===== src/rtl/ser_pkg.sv =====
// Shared serial-link definitions used by both the serializer and deserializer paths.
// Latency: n/a (constants, types and a helper function only).
// Backpressure: n/a.
package ser_pkg;

  localparam int   FRAME_LEN = 11;
  localparam int   DATA_BITS = 8;
  localparam logic START_LVL = 1'b0;
  localparam logic STOP_LVL  = 1'b1;

  typedef enum logic [1:0] {
    IDLE   = 2'd0,
    DATA   = 2'd1,
    PARITY = 2'd2,
    STOP   = 2'd3
  } state_t;

  // Even parity: the parity bit equals the XOR of all data bits.
  function automatic logic even_par(input logic [DATA_BITS-1:0] b);
    return ^b;
  endfunction

endpackage


===== src/rtl/byte_fifo.sv =====
// N-entry first-word-fall-through byte FIFO (circular buffer).
// Latency: a pushed byte is visible on dout the cycle after the push edge.
// Backpressure: push while full is ignored unless a pop happens on the same edge.
module byte_fifo
  import ser_pkg::*;
#(
  parameter int N = 5,
  parameter int W = 3
) (
  input  logic                 clk_i,
  input  logic                 rst_n_i,
  input  logic                 push,
  input  logic                 pop,
  input  logic [DATA_BITS-1:0] din,
  output logic [DATA_BITS-1:0] dout,
  output logic [W-1:0]         count,
  output logic                 empty,
  output logic                 full
);

  localparam logic [W-1:0] LAST  = W'(N - 1);
  localparam logic [W-1:0] DEPTH = W'(N);
  localparam logic [W-1:0] ONE   = W'(1);

  logic [DATA_BITS-1:0] mem [0:N-1];
  logic [W-1:0]         wr_ptr;
  logic [W-1:0]         rd_ptr;
  logic                 wr_en;
  logic                 rd_en;

  function automatic logic [W-1:0] ptr_inc(input logic [W-1:0] p);
    return (p == LAST) ? '0 : p + ONE;
  endfunction

  assign empty = (count == '0);
  assign full  = (count == DEPTH);
  // A pop frees the slot the simultaneous push needs, so push+pop is legal when full.
  assign rd_en = pop && !empty;
  assign wr_en = push && (!full || rd_en);
  assign dout  = empty ? '0 : mem[rd_ptr];

  // Storage array: written only on accepted pushes.
  always_ff @(posedge clk_i) begin
    if (wr_en) mem[wr_ptr] <= din;
  end

  // Pointers and occupancy count.
  always_ff @(posedge clk_i or negedge rst_n_i) begin
    if (!rst_n_i) begin
      wr_ptr <= '0;
      rd_ptr <= '0;
      count  <= '0;
    end else begin
      if (wr_en) wr_ptr <= ptr_inc(wr_ptr);
      if (rd_en) rd_ptr <= ptr_inc(rd_ptr);
      case ({wr_en, rd_en})
        2'b10:   count <= count + ONE;
        2'b01:   count <= count - ONE;
        default: count <= count;
      endcase
    end
  end

endmodule


===== src/rtl/deserializer_block.sv =====
// Serial-frame receiver: start, 8 data bits LSB first, even parity, stop -> bytes into a FWFT FIFO.
// Latency: byte visible on data_o the cycle after the stop-bit edge (11 sampled bits per frame).
// Backpressure: none on the line; a good byte arriving while full (no pop) is dropped with overflow_o.
// Build option: define DESER_PARITY_CHECK_EN to reject frames whose parity bit mismatches.
module deserializer_block
  import ser_pkg::*;
#(
  parameter int N = 5,
  parameter int W = 3
) (
  input  logic                 clk_i,
  input  logic                 rst_n_i,
  input  logic                 en_i,
  input  logic                 data_i,
  input  logic                 rd_i,
  output logic [DATA_BITS-1:0] data_o,
  output logic                 valid_o,
  output logic                 busy_o,
  output logic [W-1:0]         count_o,
  output logic                 frame_err_o,
  output logic                 overflow_o
);

  state_t               state_q, state_n;
  logic [2:0]           bitcnt_q, bitcnt_n;
  logic [DATA_BITS-1:0] shreg_q, shreg_n;
  logic                 push;
  logic                 err_n;
  logic                 ovf_n;
  logic                 par_ok;
  logic                 fifo_empty;
  logic                 fifo_full;
  logic                 pop_eff;

`ifdef DESER_PARITY_CHECK_EN
  logic par_q, par_n;
  assign par_ok = (even_par(shreg_q) == par_q);

  // Captured parity bit, compared against the received data in STOP.
  always_ff @(posedge clk_i or negedge rst_n_i) begin
    if (!rst_n_i) par_q <= 1'b0;
    else          par_q <= par_n;
  end
`else
  // Parity bit is still consumed as a frame slot but never judged.
  assign par_ok = 1'b1;
`endif

  assign pop_eff = rd_i && !fifo_empty;
  // Overflow only ever arises from a good frame, so it cannot coincide with frame_err.
  assign ovf_n   = push && fifo_full && !pop_eff;

  // Frame state register, bit counter and data shift register.
  always_ff @(posedge clk_i or negedge rst_n_i) begin
    if (!rst_n_i) begin
      state_q  <= IDLE;
      bitcnt_q <= 3'd0;
      shreg_q  <= '0;
    end else begin
      state_q  <= state_n;
      bitcnt_q <= bitcnt_n;
      shreg_q  <= shreg_n;
    end
  end

  // Next-state decode: walk the frame, abort on en_i drop, judge the frame at STOP.
  always_comb begin
    state_n  = state_q;
    bitcnt_n = bitcnt_q;
    shreg_n  = shreg_q;
    push     = 1'b0;
    err_n    = 1'b0;
`ifdef DESER_PARITY_CHECK_EN
    par_n    = par_q;
`endif
    case (state_q)
      IDLE: begin
        if (en_i && (data_i == START_LVL)) begin
          state_n  = DATA;
          bitcnt_n = 3'd0;
        end
      end
      DATA: begin
        if (!en_i) begin
          state_n = IDLE;
          err_n   = 1'b1;
        end else begin
          shreg_n[bitcnt_q] = data_i;
          bitcnt_n          = bitcnt_q + 3'd1;
          if (bitcnt_q == 3'd7) state_n = PARITY;
        end
      end
      PARITY: begin
        if (!en_i) begin
          state_n = IDLE;
          err_n   = 1'b1;
        end else begin
`ifdef DESER_PARITY_CHECK_EN
          par_n   = data_i;
`endif
          state_n = STOP;
        end
      end
      STOP: begin
        state_n = IDLE;
        if (en_i && (data_i == STOP_LVL) && par_ok) push  = 1'b1;
        else                                        err_n = 1'b1;
      end
      default: state_n = IDLE;
    endcase
  end

  // Error and overflow pulses, aligned with the cycle the byte would appear.
  always_ff @(posedge clk_i or negedge rst_n_i) begin
    if (!rst_n_i) begin
      frame_err_o <= 1'b0;
      overflow_o  <= 1'b0;
    end else begin
      frame_err_o <= err_n;
      overflow_o  <= ovf_n;
    end
  end

  byte_fifo #(
    .N(N),
    .W(W)
  ) u_fifo (
    .clk_i  (clk_i),
    .rst_n_i(rst_n_i),
    .push   (push),
    .pop    (rd_i),
    .din    (shreg_q),
    .dout   (data_o),
    .count  (count_o),
    .empty  (fifo_empty),
    .full   (fifo_full)
  );

  assign valid_o = !fifo_empty;
  assign busy_o  = fifo_full;

endmodule


===== config.mk =====
export PLATFORM = sky130hd
export DESIGN_NAME = deserializer_block
export DESIGN_NICKNAME = d
export VERILOG_FILES = /design/src/rtl/ser_pkg.sv /design/src/rtl/byte_fifo.sv /design/src/rtl/deserializer_block.sv
export SDC_FILE = /design/constraint.sdc
export NUM_CORES = 1
export LEC_CHECK = 0
export ABC_CLOCK_PERIOD_IN_PS = 2400
export CAP_MARGIN = 20
export CORE_UTILIZATION = 48
export CTS_CLUSTER_SIZE = 16
export DETAILED_ROUTE_END_ITERATION = 8
export GPL_TIMING_DRIVEN = 1
export HOLD_SLACK_MARGIN = 0.03
export PLACE_DENSITY = 0.67
export SYNTH_ARGS = -nofsm -noshare
export SYNTH_HDL_FRONTEND = slang
export SYNTH_SLANG_ARGS = --single-unit

===== constraint.sdc =====
create_clock -name clk_i -period 2.4 [get_ports clk_i]
set_input_delay 0.36 -clock clk_i [delete_from_list [all_inputs] [get_ports clk_i]]
set_output_delay 0.36 -clock clk_i [all_outputs]
set_load 0.05 [all_outputs]

==> run summary, run 1 <==
GP Congestion: 0.7322
I/O Pins: 20
Layout area overhead: 18.12%
sequential share of the synthesized area: 0.6349
Cells after Synth: 190
Routed Antenna Nets: 0
CTS hold repair buffers: 0
worst endpoint required time: 2.04 ns
Setup Skew: 0.007503 ns
Startpoint Class: flip-flop
CP Capture Type: output pin
RSZ-0062 raised after global routing: no
Root Driver: clkbuf_8
CP arrival: 1.85 ns
clk_lat worst skew: 0.33 ns
area of the core: 0.005608 mm2
crit path kind: flip-flop to output pin
vias in the first global route: 1,638
Period minus WS final: 2.209 ns
Min Hold Slack: 0.3865 ns
Clock Sinks: 64
H-tree depth: 3
status: completed
worst-case clock buffer depth: 2
largest delay contributor family on the critical path: multiplexers
Peak Freq: 452.7 MHz
syn nets: 208
pre-CTS WS: 0.03575 ns
post-synth design cell area: 0.002838 mm2
setup bufs post-CTS: 0
vias per inst: 5.294
Yosys cell types: 34
Synth warnings: 0
antenna cells: 0
drt total wl: 4.824 mm
register area: 0.001802 mm2
design area: 0.003352 mm2
DR iter-0 viols: 86
Chip Width: 78.89 um
# setup viols final: 0
clk slew on worst S/H paths: 0.07 ns
# resized after CTS: 0
total track usage: 0.1787
IO Port Bufs: 19
first drt pass iteration count: 4
placed instance count: 287
chip height: 78.89 um
DR vias: 1,604
CP bufs+invs: 2
Placed Instance Area: 0.003157 mm2
CP peak stage delay: 0.53 ns
post-route setup slack: 0.1913 ns
first-pass GRT wire length: 7.990 mm
WL/cell: 15.92 um
period utilization: 0.9203
Power Dens Cells: 1291 mW/mm2
fin nets: 244
reg2reg setup slack: 0.39 ns
Rel. slew slack: 0.6449
Slew Viols, Final: 0
DPL Wire Length: 3.439 mm
DR DRC count: 0
Leakage: 1.328 nW
Slew @ Worst Pin: 0.5327 ns
CTS tree: done
total gr overflow: 0
Num CTS Buffers: 9
Cell Rows: 27
syn avg cell area: 14.94 um2
Peak VDD IR: 0.0007887 V
area of the multi-input gates: 954.7 um2
fin cells: 303
Worst path slowest cell: mux4_2
fin util: 0.5977
DIE AREA: 0.006224 mm2
Final Hold Fails: 0
Seq cells post-synth: 64
Max Cap Viol: 0
worst-path cell chain: buf_4 -> mux4_2 -> mux2i_1 -> nor2_1 -> buf_4
fillcell total: 455
fraction of layout instances using a drive strength above 1: 0.2468
Initial Util: 0.5060
Max FO, Critical Path: 10
CP most frequent cell: buf_4
pin count of the biggest net entering global routing: 25
Hold WC Path Type: input port to asynchronous set/reset pin
initial antenna violation count: 0
## cell type report
| type | instances | area share |
|---|---|---|
| multi-input cells | 107 | 0.2848 |
| flip-flops and latches | 64 | 0.5375 |
| clock buffers | 14 | 0.05450 |
| repair buffers | 32 | 0.07913 |
| well taps | 72 | 0.02688 |
| clock inverters | 2 | 0.003733 |
| inverters | 12 | 0.01344 |
## synthesized netlist by cell type (all sizes together)
| cell type | count | share of area |
|---|---|---|
| clkbuf | 3 | 0.0040 |
| nor4 | 5 | 0.011 |
| mux4 | 8 | 0.063 |
| nand3 | 4 | 0.0071 |
| a21oi | 4 | 0.0071 |
| mux2 | 11 | 0.046 |
| xnor2 | 1 | 0.0031 |
| ha | 12 | 0.053 |
| nor2 | 17 | 0.022 |
| nand3b | 1 | 0.0026 |
| or2 | 1 | 0.0022 |
| and4bb | 1 | 0.0044 |
| o31ai | 2 | 0.0053 |
| edfxtp | 40 | 0.42 |
| mux2i | 10 | 0.035 |
| nand2 | 6 | 0.0079 |
| buf | 4 | 0.0088 |
| a22o | 3 | 0.0093 |
| o21ai | 4 | 0.0071 |
| fa | 1 | 0.0071 |
| nor4b | 1 | 0.0053 |
| o21bai | 1 | 0.0026 |
| dfrtp | 24 | 0.21 |
| nand2b | 4 | 0.0088 |
| o31a | 1 | 0.0031 |
| nor3 | 3 | 0.0053 |
| xor2 | 2 | 0.0062 |
| o211ai | 2 | 0.0053 |
| a2bb2oi | 1 | 0.0031 |
| inv | 12 | 0.016 |
| nor2b | 1 | 0.0022 |
## final timing paths
kind,start,end,depth (start not counted)
hold reg to reg,shreg_q[6],u_fifo.mem[0][6],0
min in group clk_i,shreg_q[6],u_fifo.mem[0][6],0
max in group asynchronous,rst_n_i,state_q[0],2
setup reg to reg,state_q[1],u_fifo.count[2],9
hold / removal,rst_n_i,bitcnt_q[1],2
setup / recovery,u_fifo.rd_ptr[0],data_o[6],5
## per-stage QoR
step | TNS (ns) | power, mW
floorplan | -4.274 | 2.974
global placement | 0 | 3.418
detailed placement | 0 | 3.509
CTS | 0 | 4.370
global route | 0 | 4.581
finish | 0 | 4.326
## cells by family after synthesis
| kind of cell | count (synthesis) | share of synthesized area |
|---|---|---|
| flip-flops | 64 | 0.6349 |
| adder cells (fa/ha/maj) | 13 | 0.05996 |
| buffers and inverters | 19 | 0.02866 |
| multiplexers | 29 | 0.1451 |
| AO/OA/AOI/OAI | 18 | 0.04277 |
| XOR/XNOR | 3 | 0.009261 |
| AND/OR/NAND/NOR | 44 | 0.07936 |
## worst register-to-register path, stage by stage (launching register included)
cell and delay (ns):
dfrtp_1 0.41, ha_1 0.23, nand3_1 0.12, or2_1 0.13, ha_1 0.19, inv_1 0.06, fa_1 0.37, xor2_1 0.15
nor2_1 0.11, xor2_1 0.16
## report_power, final
part,internal [mW],switching (mW),leakage (nW)
Combinational,0.709,1.05,0.556
Clock,0.486,0.372,0.0987
Sequential,1.42,0.286,0.673
Total,2.62,1.71,1.33
## state kept, by name, indices dropped and copies added, names as in the netlist
register       cells
u_fifo.mem        40
u_fifo.rd_ptr      3
shreg_q            8
bitcnt_q           3
frame_err_o        1
overflow_o         1
state_q            2
u_fifo.count       3
u_fifo.wr_ptr      3
## routing by layer
| layer | global-route usage | part of all wire | vias to the layer above |
|---|---|---|---|
| li1 | - | - | 775 |
| met1 | 0.2201 | 0.44 | 792 |
| met2 | 0.3000 | 0.52 | 27 |
| met3 | 0.04483 | 0.027 | 10 |
| met4 | 0.07636 | 0.018 | 0 |
| met5 | 0 | 0 | - |
## cell usage in the layout, fill, tap and decap left out, types with 5 or more instances in the layout
cell             count
clkbuf_8            13
edfxtp_1            40
nor4_1               5
nor2_1              17
mux2i_1             10
dfrtp_1             24
mux4_2               8
buf_4               22
mux2_2               9
clkdlybuf4s50_1     10
nand2_1              6
inv_1               12
ha_1                12
(Power assumes the default switching activity.)
==> run 2, diff against run 1 <==
--- a/config.mk
+++ b/config.mk
@@ -7,12 +7,12 @@
 export LEC_CHECK = 0
 export ABC_CLOCK_PERIOD_IN_PS = 2400
 export CAP_MARGIN = 20
-export CORE_UTILIZATION = 48
+export CORE_UTILIZATION = 58
 export CTS_CLUSTER_SIZE = 16
 export DETAILED_ROUTE_END_ITERATION = 8
 export GPL_TIMING_DRIVEN = 1
 export HOLD_SLACK_MARGIN = 0.03
-export PLACE_DENSITY = 0.67
+export PLACE_DENSITY = 0.79
 export SYNTH_ARGS = -nofsm -noshare
 export SYNTH_HDL_FRONTEND = slang
 export SYNTH_SLANG_ARGS = --single-unit
==> run 2 against run 1 <==
First-iteration DRC count rose by 40%. Total power rose by 4.2%. Critical path depth fell by 2. Critical path type unchanged. Flip-flop and latch count did not move. Clock-buffer cell count fell by 5. Via count rose by 4.4%. Non-clock buffer count fell by 1. Largest cell class unchanged. Clock skew rose by 0.0012 ns. Utilization rose by 11 points. Global-route usage rose by 5.3 points. Final area rose by 0.26%. Fmax fell by 0.20%.
==> run summary, run 2 (synthesis results as in run 1) <==
Root Driver: clkbuf_8
DIE AREA: 0.005176 mm2 (-17%)
Clk network pwr share: 0.225 (+0.027)
initial antenna violation count: 0 (unchanged)
Max Cap Viol: 0 (unchanged)
worst-case clock buffer depth: 2 (unchanged)
most flop-heavy register: u_fifo.mem
Num CTS Buffers: 9 (unchanged)
met3 usage: 0.04167 (-0.003161)
Comb power frac: 0.393 (-0.013)
CP arrival: 1.85 ns (about the same)
WL/cell: 17.87 um (+12%)
period utilization: 0.9222 (+0.001874)
clk_lat worst skew: 0.34 ns (about the same)
IO Port Bufs: 19 (unchanged)
Final Hold Fails: 0 (unchanged)
# resized after CTS: 0 (unchanged)
drt total wl: 5.308 mm (+10%)
grt met1 use: 0.2805 (+0.06041)
H-tree depth: 3 (unchanged)
worst endpoint required time: 2.04 ns (about the same)
Layout area overhead: 18.43%
Rel. slew slack: 0.6448 (about the same)
Chip Width: 71.95 um (-8.8%)
DR vias: 1,674 (+4.4%)
top flop regs: u_fifo.mem x40, shreg_q x8
Max FO, Critical Path: 7 (-3)
reg2reg setup slack: 0.35 ns (-0.04 ns)
Leakage: 1.331 nW (+0.21%)
vias per inst: 5.636 (+6.5%)
met2 GRT Util: 0.3973 (+0.09727)
Total Neg Setup Slack: 0 ns (unchanged)
Worst Setup SP: u_fifo.count[0]
Peak VDD IR: 0.0007190 V (-8.8%)
Cell Rows: 25 (-7.4%)
first-pass GRT wire length: 8.535 mm (+6.8%)
Placed Instance Area: 0.003143 mm2 (-0.44%)
fraction of layout instances using a drive strength above 1: 0.2478 (+0.001073)
sw frac: 0.3970 (+0.002721)
Hold WC Path Type: input port to asynchronous set/reset pin
GP Congestion: 0.7989 (+9.1%)
total track usage: 0.2313 (+0.05259)
Power Dens Cells: 1341 mW/mm2 (+3.9%)
chip height: 71.95 um (-8.8%)
design area: 0.003361 mm2 (+0.26%)
gr busiest metal: met2
Clock Sinks: 64 (unchanged)
fillcell total: 317 (-30%)
CTS tree: done
pin count of the biggest net entering global routing: 25 (unchanged)
most frequent cells in the layout: 40 x edfxtp_1, 24 x dfrtp_1, 21 x buf_4
sequential power share: 0.382 (-0.013)
fin nets: 243 (-0.41%)
internal power: 2.718 mW (+3.7%)
Routed Antenna Nets: 0 (unchanged)
antenna cells: 0 (unchanged)
DR iter-0 viols: 120 (+40%)
CP Capture Type: output pin
Period minus WS final: 2.213 ns (+0.004498 ns)
# setup viols final: 0 (unchanged)
cells on worst reg2reg path: 9 (unchanged)
Net Switching: 1.790 mW (+4.9%)
crit path kind: flip-flop to output pin
Slew Viols, Final: 0 (unchanged)
first drt pass iteration count: 5 (+1)
R2R Path End: u_fifo.count[2]
worst r2r src: state_q[0]
Slew @ Worst Pin: 0.5328 ns (+0.0001124 ns)
setup bufs post-CTS: 0 (unchanged)
Peak Freq: 451.8 MHz (-0.20%)
most common cell after layout, fill and taps aside: edfxtp_1
Min Hold Slack: 0.3743 ns (-0.01222 ns)
area of the core: 0.004723 mm2 (-16%)
vias in the first global route: 1,740 (+6.2%)
Startpoint Class: flip-flop
Setup Skew: 0.008677 ns (+0.001174 ns)
number of flip-flops in the largest register: 40 (unchanged)
total gr overflow: 0 (unchanged)
RSZ-0062 raised after global routing: no
clk slew on worst S/H paths: 0.07 ns (about the same)
DPL Wire Length: 3.644 mm (+6.0%)
Initial Util: 0.6008 (+0.09477)
status: completed
DR DRC count: 0 (unchanged)
Power Total: 4.508 mW (+4.2%)
I/O Pins: 20 (unchanged)
CTS hold repair buffers: 0 (unchanged)
-- run 2: worst max-delay path: stages (launching register included) --
cell and delay [ns]:
dfrtp_1 0.47, nand2_1 0.12, nor2_1 0.10, clkdlybuf4s50_1 0.82
-- run 2: worst max-delay path by stage --
stage	to
finish	busy_o
floorplan	u_fifo.mem[2][0]
global placement	u_fifo.count[2]
CTS	data_o[7]
detailed placement	u_fifo.count[2]
global route	busy_o
-- run 2: power by group through the flow --
stage	registers, mW	logic [mW]	clock network (mW)
after CTS	1.72	1.79	1.02
after global placement	1.70	1.70	0
after detailed placement	1.74	1.79	0
after global routing	1.75	1.92	1.06
after floorplan	1.72	1.25	0
final	1.72	1.77	1.01
-- run 2: final cells by class --
type / instances / area [um2] / share of cell area
inverter: 12 / 45.04 / 0.01340
tap: 67 / 83.83 / 0.02494
multi-input combinational: 107 / 954.7 / 0.2841
clock inverter: 7 / 93.84 / 0.02792
timing repair buffer: 31 / 257.7 / 0.07669
sequential: 64 / 1802 / 0.5361
clock buffer: 9 / 123.9 / 0.03686
-- run 2: routing by layer --
layer,vias to the layer above,wire length (um)
met4,0,70
met5,-,0
li1,771,-
met1,861,2162
met2,34,2858
met3,8,216
-- run 2: stage by stage --
stage	instances	setup slack [ns]	utilization
detailed placement	281	0.02026	0.6654
global placement	281	0.1265	0.6654
CTS	297	0.1678	0.7115
floorplan	190	-0.1336	-
global route	297	0.08786	0.7115
finish	297	0.1868	0.7115
